==> config.mk <==
export PLATFORM = sky130hd
export DESIGN_NAME = regfile_2r1w
export DESIGN_NICKNAME = d
export VERILOG_FILES = /design/src/rtl/regfile_pkg.sv /design/src/rtl/regfile_2r1w_mux_n1.sv /design/src/rtl/regfile_2r1w.sv
export SDC_FILE = /design/constraint.sdc
export NUM_CORES = 1
export LEC_CHECK = 0
export BUFFER_PORTS_ARGS = -buffer_cell sky130_fd_sc_hd__buf_2
export CELL_PAD_IN_SITES_DETAIL_PLACEMENT = 0
export CELL_PAD_IN_SITES_GLOBAL_PLACEMENT = 1
export CORE_ASPECT_RATIO = 2
export CORE_MARGIN = 10
export CORE_UTILIZATION = 55
export CTS_CLUSTER_DIAMETER = 80
export DETAILED_ROUTE_END_ITERATION = 16
export GPL_TIMING_DRIVEN = 0
export PLACE_DENSITY = 0.93
export SYNTH_ARGS = -nofsm -noshare
export SYNTH_HDL_FRONTEND = slang
export SYNTH_HIERARCHICAL = 1
export SYNTH_SLANG_ARGS = --single-unit
==> constraint.sdc <==
create_clock -name clk -period 16.1 [get_ports clk]
set_clock_uncertainty 0.1 [all_clocks]
set_input_delay 0 -clock clk [delete_from_list [all_inputs] [get_ports clk]]
set_output_delay 0 -clock clk [all_outputs]
set_load 0.02 [all_outputs]
==> src/rtl/regfile_pkg.sv <==
// Shared defaults and helpers for the 2-read / 1-write register file.
// Address widths come from clog2_safe so that tiny register files still get a 1-bit address.
package regfile_pkg;

  localparam int DEF_W     = 16;
  localparam int DEF_DEPTH = 16;

  // Wide enough for any practical data width; users slice [W-1:0].
  localparam int MAX_W = 1024;
  localparam logic [MAX_W-1:0] ZERO_WORD = '0;

  function automatic int clog2_safe(input int n);
    return (n <= 2) ? 1 : $clog2(n);
  endfunction

endpackage

==> src/rtl/regfile_2r1w_mux_n1.sv <==
// N:1 word selector; any select value >= N yields an all-zero word.
module mux_n1
  import regfile_pkg::*;
#(
  parameter int W  = DEF_W,
  parameter int N  = DEF_DEPTH,
  parameter int SW = clog2_safe(N)
) (
  input  logic [N-1:0][W-1:0] din,
  input  logic [SW-1:0]       sel,
  output logic [W-1:0]        dout
);

  // Compare-per-entry keeps out-of-range selects naturally at zero for non-power-of-two N.
  always_comb begin
    dout = ZERO_WORD[W-1:0];
    for (int i = 0; i < N; i++)
      if (sel == SW'(i)) dout = din[i];
  end

endmodule

==> src/rtl/regfile_2r1w.sv <==
// Parametrised register file with two read ports, one write port, optional
// write-to-read bypass, optional registered read stage and optional zero register.
module regfile_2r1w
  import regfile_pkg::*;
#(
  parameter int W         = DEF_W,
  parameter int DEPTH     = DEF_DEPTH,
  parameter bit BYPASS    = 1'b1,
  parameter bit READ_REG  = 1'b0,
  parameter bit ZERO_REG0 = 1'b0,
  localparam int AW       = clog2_safe(DEPTH)
) (
  input  logic          clk,
  input  logic          reset,
  input  logic          we,
  input  logic [AW-1:0] waddr,
  input  logic [W-1:0]  wdata,
  input  logic          re,
  input  logic [AW-1:0] raddr1,
  input  logic [AW-1:0] raddr2,
  output logic [W-1:0]  rdata1,
  output logic [W-1:0]  rdata2,
  output logic          rvalid
);

  logic [DEPTH-1:0][W-1:0] regs;
  logic [W-1:0]            sel1, sel2, rv1, rv2;
  logic                    wr_ok;

  // Zero-extend the address so the range check stays meaningful when DEPTH == 2**AW.
  assign wr_ok = we && !reset
              && ({1'b0, waddr} < (AW+1)'(DEPTH))
              && !(ZERO_REG0 && waddr == '0);

  always_ff @(posedge clk or posedge reset) begin
    if (reset) begin
      regs <= '0;
    end else begin
      for (int i = 0; i < DEPTH; i++)
        if (wr_ok && waddr == AW'(i)) regs[i] <= wdata;
    end
  end

  mux_n1 #(.W(W), .N(DEPTH), .SW(AW)) u_mux1 (.din(regs), .sel(raddr1), .dout(sel1));
  mux_n1 #(.W(W), .N(DEPTH), .SW(AW)) u_mux2 (.din(regs), .sel(raddr2), .dout(sel2));

  // Out-of-range addresses are already zero from the selector; wr_ok implies in-range.
  function automatic logic [W-1:0] read_val(input logic [AW-1:0] a, input logic [W-1:0] stored);
    if (ZERO_REG0 && a == '0) return '0;
    if (BYPASS && wr_ok && waddr == a) return wdata;
    return stored;
  endfunction

  always_comb begin
    rv1 = read_val(raddr1, sel1);
    rv2 = read_val(raddr2, sel2);
  end

  generate
    if (READ_REG) begin : g_rd_reg
      always_ff @(posedge clk or posedge reset) begin
        if (reset) begin
          rdata1 <= '0;
          rdata2 <= '0;
          rvalid <= 1'b0;
        end else if (re) begin
          rdata1 <= rv1;
          rdata2 <= rv2;
          rvalid <= 1'b1;
        end else begin
          rvalid <= 1'b0;
        end
      end
    end else begin : g_rd_comb
      logic unused_re;
      assign unused_re = re;
      assign rdata1    = rv1;
      assign rdata2    = rv2;
      assign rvalid    = 1'b1;
    end
  endgenerate

endmodule

==> metrics <==
status=finished clean; layout cells sized above 1=34.9%; initial antenna violation count=3; PwrDens=112 nW/um2; Hold Crit Class=in2async; startpoint types=primary input; post-layout util=61.8%; CTS tree=built; worst-skew pair later-pin latency=0.58 ns; max-cap violation count=0; DR WL/cell=37.9 um; commonest register cell after synthesis=dfrtp_1; drt pass-1 iters=8; largest net degree at the start of global routing=134; Num CTS Buffers=24; clock slew at reported path FFs=0.06 ns; Critical Path Fanout Max=10; Final ANT Viol Nets=0; vias=13861; Layout area overhead=11.4%; vias in the first global route=14261; Placed Instances=1846; register area=6410 um2; vias per cell=7.24; VDD IR max=0.132 mV; total negative setup slack=0 ns; final setup margin=13.01 ns; first-pass GRT wire length=102000 um; gr usage total=38.8%; fraction of registers with async set/reset=100%; sequential fraction of the synthesis area=40.4%; Slew Viols, Final=0; Ys Warns=6; Worst EP required=16.00 ns; most frequent cells in the layout=mux2_2 (278), dfrtp_1 (256), buf_2 (96); post-layout min period=3.09 ns; Setup CP Type=in2out; DP HPWL=49000 um; Rel. slew slack=17.7%; total power=0.00197 W; H-tree Lvls=1; Regs by FF count=regs x256; Clock Tree Root=clkbuf_16; Distinct cells, synth=68; final hold viol count=0; Clock Sinks=256; Die Y=260 um; DRC=0; final std cells w/o fill=1914; Syn Area/Cell=11.1 um2; grt total ovfl=0; DIE AREA=36500 um2; RSZ-0062 raised after global routing=no; synth top area cells=dfrtp_1 (40%), mux2_2 (20%), mux2i_1 (5.5%), mux4_2 (2.6%), nor2_1 (2.2%); gpl congestion=1.01; Largest register FFs=256; Yosys top cell area share=40.4%; Die W=140 um; I/O pin cnt=65; leading area contributor after synthesis=dfrtp_1; synthesis-stage register bit count=256; final critical-path share of the clock period=19.2%; Port Buffers=58; CP Capture Type=output pin; Worst Max-Slew Pin Slew=1.23 ns; FMAX=324 MHz; worst reg-to-reg setup slack=15.05 ns; multi-input combinational cell area=8590 um2; Critical Path AT=2.99 ns; Setup Slack @ Placement=13.28 ns; cell area after synthesis=15900 um2; Max clock buf depth=3; initial core utilization=55.4%; final setup vio count=0; Syn Nets=1459; initial drt markers=1906; Fill cells=2397; Core Rows=88; final wirelength=72500 um; Core Region=28600 um2; commonest non-fill, non-tap cell in the layout=mux2_2; Most flops, register=regs; final net count=1568; cell leakage power=7.97 nW; cell count after synthesis=1427; number of flops mapped to enable cells by yosys=0
-- synth_stat cells (all sizes together) (6+ instances only) --
cell type  count
nand2b        23
buf          103
dfrtp        256
o22ai         26
o211ai        12
a221oi        10
or3            6
mux2         318
o21ai         84
nor3b          8
mux2i         88
a211o          8
nor2b         26
nand2        102
o2bb2ai       12
o2111ai        8
a22oi         32
clkbuf        20
nor3          19
a211oi        14
a21boi         8
mux4          18
inv            9
a22o           8
a21oi         42
nor2          94
a221o          6
nand3         13
xor2           6
-- critical path, stage by stage --
cell and delay [ns]:
buf_2 0.12, buf_2 0.27, buf_4 0.30, buf_2 0.45, buf_1 0.96, nand3_1 0.23, o221ai_2 0.25, mux2_2 0.22
buf_2 0.17
-- what timing repair did --
item,in CTS,in global routing
buffers inserted,0,0
endpoints found under the hold margin,251,0
gates resized for setup,0,0
hold buffers,24,0
-- power by group --
group | switching (W) | internal (W) | total [W]
Sequential | 0.000107 | 0.000769 | 0.000877
Clock | 0.000267 | 0.000326 | 0.000594
Combinational | 0.000267 | 0.000234 | 0.000502
-- layout make-up --
class	instances	share of cell area, %
antenna	1	0.0142
sequential	256	36.2
multi-input combinational	1039	48.6
tap	360	2.55
clock buffer	33	3.81
inverter	9	0.234
clock inverter	10	0.665
buffer	123	4.77
timing repair buffer	83	3.16
-- cells by family (layout without fill, tap and decap cells) --
family          after synthesis  after routing  share of synthesized area [%]
other cells                   1              2                         0.0236
mux                         424            424                           30.9
compound gates              296            296                           12.6
buf+inv                     132            258                           5.53
simple gates                310            310                           10.1
flops                       256            256                           40.4
xor+xnor                      8              8                          0.441
-- worst paths after layout --
path / startpoint / endpoint / depth (start not counted)
min in group clk: we / regs[151] / 5
worst max register to register: regs[61] / regs[61] / 1
worst max-delay path: raddr2[3] / rdata2[4] / 9
max in group asynchronous: reset / regs[38] / 4
worst min register to register: regs[117] / regs[117] / 1
worst min-delay path: reset / regs[236] / 3
-- layer usage --
layer  track usage, %  vias up  routed length, um
li1                 -     5464                  -
met1             42.6     6820              24000
met2             61.6     1124              33100
met3             10.4      453               7740
met4             31.9        0               7690
met5                0        -                  0
-- through the flow --
step	instance area [um2]	hold slack [ns]
floorplan	15900	0.0347
global placement	16600	0.254
detailed placement	16600	0.171
CTS	17700	0.123
global route	17700	0.139
finish	17700	0.0536
Power figures use the tool's default switching activity.
